==> config.mk <==
export PLATFORM = sky130hd
export DESIGN_NAME = hilo_div_ctrl_flat
export DESIGN_NICKNAME = d
export VERILOG_FILES = /design/src/rtl/hilo_div_pkg.sv /design/src/rtl/hilo_div_if.sv /design/src/rtl/hilo_div_ctrl_divu_core.sv /design/src/rtl/hilo_div_ctrl.sv /design/src/flat_wrapper.sv
export SDC_FILE = /design/constraint.sdc
export NUM_CORES = 1
export LEC_CHECK = 0
export CORE_MARGIN = 4
export CORE_UTILIZATION = 50
export DETAILED_ROUTE_END_ITERATION = 16
export GPL_ROUTABILITY_DRIVEN = 0
export PLACE_DENSITY_LB_ADDON = 0.3
export SETUP_SLACK_MARGIN = 0.2
export SYNTH_ARGS = -nofsm -noshare
export SYNTH_HDL_FRONTEND = slang
export SYNTH_HIERARCHICAL = 1
export SYNTH_SLANG_ARGS = --single-unit
==> constraint.sdc <==
create_clock -name clock -period 13.38 [get_ports clock]
set_input_delay 2.676 -clock clock [delete_from_list [all_inputs] [get_ports clock]]
set_output_delay 2.676 -clock clock [all_outputs]
set_load 0.01 [all_outputs]
==> src/rtl/hilo_div_pkg.sv <==
// Shared types and constants for the HI/LO divide controller and its core.
package hilo_div_pkg;

  typedef enum logic [1:0] {
    IDLE   = 2'd0,
    LAUNCH = 2'd1,
    RUN    = 2'd2,
    FIX    = 2'd3
  } state_t;

  localparam logic [31:0] DIV_ZERO_Q = 32'hFFFF_FFFF;
  localparam int          DIV_ITERS  = 32;

endpackage

==> src/rtl/hilo_div_if.sv <==
// Execute-stage <-> divide controller bus: divide requests, MTHI/MTLO writes, HI/LO results.
interface hilo_div_if
  import hilo_div_pkg::*;
#(
  parameter int WIDTH = DIV_ITERS
) ();

  logic             op_valid;
  logic             op_signed;
  logic [WIDTH-1:0] op_a;
  logic [WIDTH-1:0] op_b;
  logic             op_ready;
  logic             stall;
  logic             wr_hi;
  logic             wr_lo;
  logic [WIDTH-1:0] wr_data;
  logic [WIDTH-1:0] hi;
  logic [WIDTH-1:0] lo;
  logic             done;
  logic             div_zero;

  modport master (
    output op_valid, op_signed, op_a, op_b, wr_hi, wr_lo, wr_data,
    input  op_ready, stall, hi, lo, done, div_zero
  );

  modport slave (
    input  op_valid, op_signed, op_a, op_b, wr_hi, wr_lo, wr_data,
    output op_ready, stall, hi, lo, done, div_zero
  );

endinterface

==> src/rtl/hilo_div_ctrl_divu_core.sv <==
// Iterative unsigned non-restoring divider: one quotient bit per falling edge, start/busy handshake.
module divu_core #(
  parameter int WIDTH = 32
) (
  input  logic             clk,
  input  logic             rst,
  input  logic             start,
  input  logic [WIDTH-1:0] dividend,
  input  logic [WIDTH-1:0] divisor,
  output logic             busy,
  output logic [WIDTH-1:0] quotient,
  output logic [WIDTH-1:0] remainder
);

  localparam int CW = $clog2(WIDTH + 1);

  logic [WIDTH:0]   rem_q, rem_d;
  logic [WIDTH-1:0] quo_q, quo_d;
  logic [WIDTH-1:0] div_q, div_d;
  logic [CW-1:0]    cnt_q, cnt_d;
  logic             busy_q, busy_d;
  logic [WIDTH+1:0] shifted;
  logic [WIDTH+1:0] trial;

  always_comb begin
    rem_d   = rem_q;
    quo_d   = quo_q;
    div_d   = div_q;
    cnt_d   = cnt_q;
    busy_d  = busy_q;
    shifted = {rem_q, quo_q[WIDTH-1]};
    trial   = '0;
    if (busy_q) begin
      // Partial remainder stays in [-d, d); its sign picks add vs subtract next step.
      trial  = rem_q[WIDTH] ? shifted + {2'b00, div_q} : shifted - {2'b00, div_q};
      rem_d  = trial[WIDTH:0];
      quo_d  = {quo_q[WIDTH-2:0], ~trial[WIDTH+1]};
      cnt_d  = cnt_q - 1'b1;
      busy_d = (cnt_q != CW'(1));
    end else if (start) begin
      rem_d  = '0;
      quo_d  = dividend;
      div_d  = divisor;
      cnt_d  = CW'(WIDTH);
      busy_d = 1'b1;
    end
  end

  always_ff @(negedge clk or posedge rst) begin
    if (rst) begin
      rem_q  <= '0;
      quo_q  <= '0;
      div_q  <= '0;
      cnt_q  <= '0;
      busy_q <= 1'b0;
    end else begin
      rem_q  <= rem_d;
      quo_q  <= quo_d;
      div_q  <= div_d;
      cnt_q  <= cnt_d;
      busy_q <= busy_d;
    end
  end

  assign busy      = busy_q;
  assign quotient  = quo_q;
  assign remainder = rem_q[WIDTH] ? rem_q[WIDTH-1:0] + div_q : rem_q[WIDTH-1:0];

endmodule

==> src/rtl/hilo_div_ctrl.sv <==
// DIV/DIVU sequencer: operand magnitudes, core launch, sign fix-up, HI/LO commit, MTHI/MTLO.
module hilo_div_ctrl
  import hilo_div_pkg::*;
#(
  parameter int WIDTH = DIV_ITERS
) (
  input  logic       clock,
  input  logic       reset_n,
  hilo_div_if.slave  bus
);

  state_t           state_q, state_d;
  logic             signed_q, signed_d;
  logic             sign_a_q, sign_a_d;
  logic             sign_b_q, sign_b_d;
  logic             dz_q, dz_d;
  logic [WIDTH-1:0] mag_a_q, mag_a_d;
  logic [WIDTH-1:0] mag_b_q, mag_b_d;
  logic [WIDTH-1:0] a_raw_q, a_raw_d;
  logic [WIDTH-1:0] hi_q, hi_d;
  logic [WIDTH-1:0] lo_q, lo_d;
  logic             done_q, done_d;
  logic             div_zero_q, div_zero_d;
  logic             op_ready_q, op_ready_d;
  logic             stall_q, stall_d;

  logic             core_rst;
  logic             core_start;
  logic             core_busy;
  logic [WIDTH-1:0] core_q;
  logic [WIDTH-1:0] core_r;
  logic [WIDTH-1:0] quo_fix;
  logic [WIDTH-1:0] rem_fix;

  assign core_rst   = ~reset_n;
  assign core_start = (state_q == LAUNCH);

  divu_core #(.WIDTH(WIDTH)) u_core (
    .clk       (clock),
    .rst       (core_rst),
    .start     (core_start),
    .dividend  (mag_a_q),
    .divisor   (mag_b_q),
    .busy      (core_busy),
    .quotient  (core_q),
    .remainder (core_r)
  );

  // Remainder takes the dividend's sign, so MIN/-1 wraps to MIN with zero remainder.
  assign quo_fix = (signed_q && (sign_a_q ^ sign_b_q)) ? -core_q : core_q;
  assign rem_fix = (signed_q && sign_a_q) ? -core_r : core_r;

  always_comb begin
    state_d    = state_q;
    signed_d   = signed_q;
    sign_a_d   = sign_a_q;
    sign_b_d   = sign_b_q;
    dz_d       = dz_q;
    mag_a_d    = mag_a_q;
    mag_b_d    = mag_b_q;
    a_raw_d    = a_raw_q;
    hi_d       = hi_q;
    lo_d       = lo_q;
    done_d     = 1'b0;
    div_zero_d = div_zero_q;
    case (state_q)
      IDLE: begin
        if (bus.wr_hi) hi_d = bus.wr_data;
        if (bus.wr_lo) lo_d = bus.wr_data;
        if (bus.op_valid) begin
          signed_d   = bus.op_signed;
          sign_a_d   = bus.op_signed & bus.op_a[WIDTH-1];
          sign_b_d   = bus.op_signed & bus.op_b[WIDTH-1];
          mag_a_d    = sign_a_d ? -bus.op_a : bus.op_a;
          mag_b_d    = sign_b_d ? -bus.op_b : bus.op_b;
          a_raw_d    = bus.op_a;
          dz_d       = (bus.op_b == '0);
          div_zero_d = 1'b0;
          state_d    = dz_d ? FIX : LAUNCH;
        end
      end
      LAUNCH: state_d = RUN;
      RUN: if (!core_busy) state_d = FIX;
      FIX: begin
        if (dz_q) begin
          lo_d       = WIDTH'(DIV_ZERO_Q);
          hi_d       = a_raw_q;
          div_zero_d = 1'b1;
        end else begin
          lo_d = quo_fix;
          hi_d = rem_fix;
        end
        done_d  = 1'b1;
        state_d = IDLE;
      end
      default: state_d = IDLE;
    endcase
    op_ready_d = (state_d == IDLE);
    stall_d    = (state_d != IDLE);
  end

  always_ff @(posedge clock or negedge reset_n) begin
    if (!reset_n) begin
      state_q    <= IDLE;
      signed_q   <= 1'b0;
      sign_a_q   <= 1'b0;
      sign_b_q   <= 1'b0;
      dz_q       <= 1'b0;
      mag_a_q    <= '0;
      mag_b_q    <= '0;
      a_raw_q    <= '0;
      hi_q       <= '0;
      lo_q       <= '0;
      done_q     <= 1'b0;
      div_zero_q <= 1'b0;
      op_ready_q <= 1'b1;
      stall_q    <= 1'b0;
    end else begin
      state_q    <= state_d;
      signed_q   <= signed_d;
      sign_a_q   <= sign_a_d;
      sign_b_q   <= sign_b_d;
      dz_q       <= dz_d;
      mag_a_q    <= mag_a_d;
      mag_b_q    <= mag_b_d;
      a_raw_q    <= a_raw_d;
      hi_q       <= hi_d;
      lo_q       <= lo_d;
      done_q     <= done_d;
      div_zero_q <= div_zero_d;
      op_ready_q <= op_ready_d;
      stall_q    <= stall_d;
    end
  end

  assign bus.hi       = hi_q;
  assign bus.lo       = lo_q;
  assign bus.done     = done_q;
  assign bus.div_zero = div_zero_q;
  assign bus.op_ready = op_ready_q;
  assign bus.stall    = stall_q;

endmodule

==> src/flat_wrapper.sv <==
// flat-port wrapper written by rule: the top's interface ports become plain ports
module hilo_div_ctrl_flat import hilo_div_pkg::*;
#(
  parameter int WIDTH = DIV_ITERS
)
  (clock, reset_n, bus_op_valid, bus_op_signed, bus_op_a, bus_op_b, bus_wr_hi, bus_wr_lo, bus_wr_data, bus_op_ready, bus_stall, bus_hi, bus_lo, bus_done, bus_div_zero);
  hilo_div_if #(.WIDTH(WIDTH)) bus_i ();
  input  logic clock;
  input  logic reset_n;
  input wire logic [$bits(bus_i.op_valid)-1:0] bus_op_valid;
  input wire logic [$bits(bus_i.op_signed)-1:0] bus_op_signed;
  input wire logic [$bits(bus_i.op_a)-1:0] bus_op_a;
  input wire logic [$bits(bus_i.op_b)-1:0] bus_op_b;
  input wire logic [$bits(bus_i.wr_hi)-1:0] bus_wr_hi;
  input wire logic [$bits(bus_i.wr_lo)-1:0] bus_wr_lo;
  input wire logic [$bits(bus_i.wr_data)-1:0] bus_wr_data;
  output wire logic [$bits(bus_i.op_ready)-1:0] bus_op_ready;
  output wire logic [$bits(bus_i.stall)-1:0] bus_stall;
  output wire logic [$bits(bus_i.hi)-1:0] bus_hi;
  output wire logic [$bits(bus_i.lo)-1:0] bus_lo;
  output wire logic [$bits(bus_i.done)-1:0] bus_done;
  output wire logic [$bits(bus_i.div_zero)-1:0] bus_div_zero;
  assign bus_i.op_valid = bus_op_valid;
  assign bus_i.op_signed = bus_op_signed;
  assign bus_i.op_a = bus_op_a;
  assign bus_i.op_b = bus_op_b;
  assign bus_i.wr_hi = bus_wr_hi;
  assign bus_i.wr_lo = bus_wr_lo;
  assign bus_i.wr_data = bus_wr_data;
  assign bus_op_ready = bus_i.op_ready;
  assign bus_stall = bus_i.stall;
  assign bus_hi = bus_i.hi;
  assign bus_lo = bus_i.lo;
  assign bus_done = bus_i.done;
  assign bus_div_zero = bus_i.div_zero;
  hilo_div_ctrl #(.WIDTH(WIDTH)) u_core (.clock(clock), .reset_n(reset_n), .bus(bus_i));
endmodule
Word level (Yosys, flattened, before mapping)
Index checks and enable logic that the tools add are counted.
Operators by class
  equality and inequality tests: 8
  add/subtract/negate cells: 8
  reduce and logical (&&, ||, !) cells: 13
  muxes and demuxes: 28
  bitwise operators: 5
Operators by type and width (number)
  $mux 32: 11
  $neg 32->32: 4
  $pmux 32 s2: 2
  $mux 33: 2
  $add 34x32->34: 1
  $mux 34: 1
  $sub 34x32->34: 1
  $add 32x32->32: 1
  $logic_not 32->1: 1
  $mux 6: 2
  $pmux 2 s4: 1
  $reduce_and 2->1: 4
  $mux 2: 3
  $ne 2x2->1 const B: 3
  $ne 6x1->1 const B: 1
  $reduce_bool 2->1: 3
  $sub 6x1->6 const B: 1
  $mux 1: 5
  $eq 2x2->1 const B: 2
  $logic_not 2->1: 2
  $reduce_and 3->1: 1
  $and 1x1->1: 2
  $eq 2x1->1 const B: 1
  $logic_and 1x1->1: 2
  4 further kinds: 5
Storage, ports and cells
  flip-flop bits (word level): 274
  input bits: 102
  word-level logic and storage cells: 81

Logic depth before layout (Yosys ltp)
  word-level depth: 6
  depth in mapped cells: 18

Cells and area by module
The synthesis kept the hierarchy.
Modules (own cells, without submodules)
  hilo_div_ctrl: area an instance 9570.4 um^2, sequential area each 4230.3 um^2, instances 1, cells an instance 1125
  divu_core: area an instance 8635.8 um^2, sequential area each 2602.5 um^2, instances 1, cells an instance 1009

==> results.md <==
* Remaining antenna violation count at 0
* Post-Syn Area at 18200 um^2
* Status: completed
* Unrepaired setup endpoints after global routing: false
* Clock buffer depth at 3
* Dpl cells at 2675
* Xor and xnor fraction of the mapped netlist area at 9.57%
* Leakage at 9.09 nW
* Final hold violation count at 0
* Post-CTS Hold Fix Bufs at 0
* First-pass GRT wire length at 89900 um
* Vias in the first global route at 16190
* Routed wire length at 57400 um
* CTS buffer count at 30
* VDD IR-drop max at 0.144 mV
* CP peak stage delay at 0.53 ns
* Yosys warnings at 6
* Grt ovf at 0
* Post-synth EDFFs at 0
* Initial antenna violation count at 0
* Drt drc at 0
* CTS tree: done
* Total Routing Usage GR at 28.4%
* Via Count at 17067
* Core area at 35700 um^2
* Share of layout cells above drive strength 1 at 6.56%
* Clk_lat worst skew at 0.59 ns
* Fraction of registers with async set or reset after synthesis at 100%
* Starting Density at 50.9%
* Detailed placement HPWL at 43200 um
* Via/cell ratio at 6.25
* Worst slew pin tran at 1.06 ns
* DRT Pass-1 Iters at 5
* Die width at 199 um
* Simple-Gate Fraction of Synth Area at 17.9%
* Port bufs at 169
* Max cap viols at 0
* Clock slew at reported path FFs at 0.07 ns
* Setup TNS at 0 ns
* Top Ports at 170
* Synth unique cells at 83
* CP Max Fanout at 5
* Mapped Cells at 2134
* Std cell rows at 69
* Die height at 199 um
* Avg WL per Cell at 21.0 um
* Starting DRT DRC Count at 1665
* Register area share after synthesis at 37.5%
* Slew headroom at 29.4%
* Die Area at 39500 um^2
* Hold Path Class: register to register
* Crit-path leading delay family: simple AND/OR/NAND/NOR gates
* CP Cell Sequence: ha_1, inv_1, fa_1, nor2b_1, o31ai_1, a21oi_1, nor2_1, o21ai_1, nand4_1, o21ai_0, xor2_1, mux2_2, nor4_1, nor4b_1, nor3b_4, nand2_1, a2111oi_0, a2111oi_1
* Synth area leaders: dfrtp_1 23%, dfrtn_1 14%, nand2_1 7.0%
* Largest net degree at the start of global routing at 113
* Endpoints failing setup at 0
* CP Class: register to register
* Post-CTS sizing at 0
* CP Data Arrival Time at 12.06 ns
* Startpoint types: register
* Crit path required time at 13.83 ns
* Largest area contributor in the synthesized netlist: dfrtp_1
* H-tree depth at 1
* Post-synthesis mux area share at 5.22%
* CTS Sinks at 273
* Main combinational cell family by area after synthesis: compound AO/OA/AOI/OAI gates
* Top_reg_cell synth: dfrtp_1
* Top cell type's share of synthesized area at 23.1%
* Layout Skew at 0.0416 ns
* Core Util, Final at 59.6%
* PD cells at 320 nW/um^2
* R2R Setup Slk at 1.78 ns
* Finished Layout Cells at 2732
* Compound-Gate Fraction of Synth Area at 21.0%
* Slew Viols, Final at 0
* Hold_ws at 0.419 ns
* Area Growth Syn to Fin at 16.9%
* Slowest stage cell, crit path: nor4b_1
* Nets at 2425
* Seq cells post-synth at 273
* Crit path capture type: register
* Post-Synth Adder-Cell Area at 5.37%
* Syn avg cell area at 8.53 um^2
* WP buf/inv at 1
* Syn nets at 2313
* # Post-CTS Setup Buffers at 0
* CTS root buf: clkbuf_16
-- worst paths after layout --
kind | startpoint | endpoint | cells after the start
min in group asynchronous | reset_n | u_core/bus.lo[18]$_DFFE_PN0P_ | 1
max | u_core/u_core/div_q[0]$_DFFE_NP0P_ | u_core/bus.hi[27]$_DFFE_PN0P_ | 18
max reg2reg | u_core/u_core/div_q[0]$_DFFE_NP0P_ | u_core/bus.hi[27]$_DFFE_PN0P_ | 18
min | u_core/u_core/cnt_q[5]$_DFFE_NP0P_ | u_core/u_core/cnt_q[5]$_DFFE_NP0P_ | 1
max in group asynchronous | reset_n | u_core/u_core/quotient[24]$_DFFE_NP0P_ | 4
min reg2reg | u_core/u_core/cnt_q[5]$_DFFE_NP0P_ | u_core/u_core/cnt_q[5]$_DFFE_NP0P_ | 1
-- where the power goes --
group | switching, W | internal, W
sequential | 0.000446 | 0.00126
clock | 0.000362 | 0.000527
combinational | 0.00244 | 0.00177
-- synthesized netlist by cell type, drive strengths merged (5+ instances only) --
master	n
nand3b	5
xnor2	89
mux2i	41
a21oi	145
nand2	341
o21bai	6
xor2	110
mux2	48
a211oi	17
or3	21
nor3b	8
nand2b	23
o21ai	221
o21a	7
dfrtp	168
ha	75
o211ai	7
o22ai	49
or4	15
nand3	27
nor4	22
and3	11
o41ai	21
o31ai	26
nand4	13
buf	13
nor3	39
dfrtn	104
nor2b	8
inv	53
o221ai	8
a221oi	20
a31oi	21
clkbuf	95
a21o	40
nor2	150
and2	12
-- area by class of cell --
type / count / area (um^2)
Tap cell: 461 / 577
Clock buffer: 38 / 811
Timing Repair Buffer: 188 / 1840
Clock inverter: 18 / 249
Multi-Input combinational cell: 1699 / 10800
Inverter: 54 / 205
Antenna cell: 1 / 2.50
Fill cell: 3152 / 14500
Sequential cell: 273 / 6830
-- metal layers --
metal	wire length (um)	up-vias	track usage, %
met3	6320	111	6.91
met2	25100	806	43.0
li1	-	7884	-
met1	24500	8266	41.2
met4	1480	0	7.14
met5	0	-	0
-- stage by stage --
step / setup WS (ns) / area (um^2) / total power, W
after floorplan: 1.40 / 18200 / 0.00462
after global placement: 2.02 / 20200 / 0.00570
after detailed placement: 1.87 / 20200 / 0.00581
after CTS: 1.87 / 21300 / 0.00673
after global routing: 1.25 / 21300 / 0.00734
final: 1.78 / 21300 / 0.00681
-- cell usage in the layout (no fill, tap or decap), drive strengths merged, types with 6 or more instances in the layout --
cell type / netlist / routed
ha: 75 / 75
a21oi: 145 / 145
o221ai: 8 / 8
a211oi: 17 / 17
o31ai: 26 / 26
o211ai: 7 / 7
mux2: 48 / 48
nand2b: 23 / 23
nor2: 150 / 150
nand3: 27 / 27
a21o: 40 / 40
o22ai: 49 / 49
and3: 11 / 11
clkinv: 1 / 12
dfrtp: 168 / 168
nand4: 13 / 13
nand2: 341 / 341
nor2b: 8 / 8
dfrtn: 104 / 104
a221oi: 20 / 20
buf: 13 / 20
or4: 15 / 15
clkbuf: 95 / 38
o21a: 7 / 7
nor3b: 8 / 8
mux2i: 41 / 41
xor2: 110 / 110
o41ai: 21 / 21
nor3: 39 / 39
clkdlybuf4s50: 0 / 168
o21ai: 221 / 221
inv: 53 / 53
xnor2: 89 / 89
a31oi: 21 / 21
nor4: 22 / 22
and2: 12 / 12
o21bai: 6 / 6
or3: 21 / 21
-- cells by family (layout without fill, tap and decap cells) --
logic type,after synthesis,after routing
adders and majority gates,77,77
and+or+nand+nor,711,711
buffers and inverters,162,298
AOI/OAI and AO/OA,623,623
DFF,273,273
muxes,89,89
xor gates and xnor gates,199,199
other,0,1
-- worst reg2reg max path, delay by kind of cell, from the launching register on --
kind	cells	cell delay, ns
buffers and inverters	1	0.06
flip-flops	1	0.49
multiplexers	1	0.29
AO/OA/AOI/OAI	6	1.40
adder cells (fa/ha/maj)	2	0.62
AND/OR/NAND/NOR	7	1.85
XOR/XNOR	1	0.09
-- flip-flops by register name, indices dropped and copies added, names as in the netlist, 2 cells and up --
| register | count |
|---|---|
| u_core/a_raw_q | 31 |
| u_core/bus.hi | 32 |
| u_core/bus.lo | 32 |
| u_core/mag_a_q | 32 |
| u_core/mag_b_q | 32 |
| u_core/state_q | 2 |
| u_core/u_core/cnt_q | 6 |
| u_core/u_core/div_q | 32 |
| u_core/u_core/quotient | 32 |
| u_core/u_core/rem_q | 33 |
No activity file was read; power rests on OpenSTA's default activity.
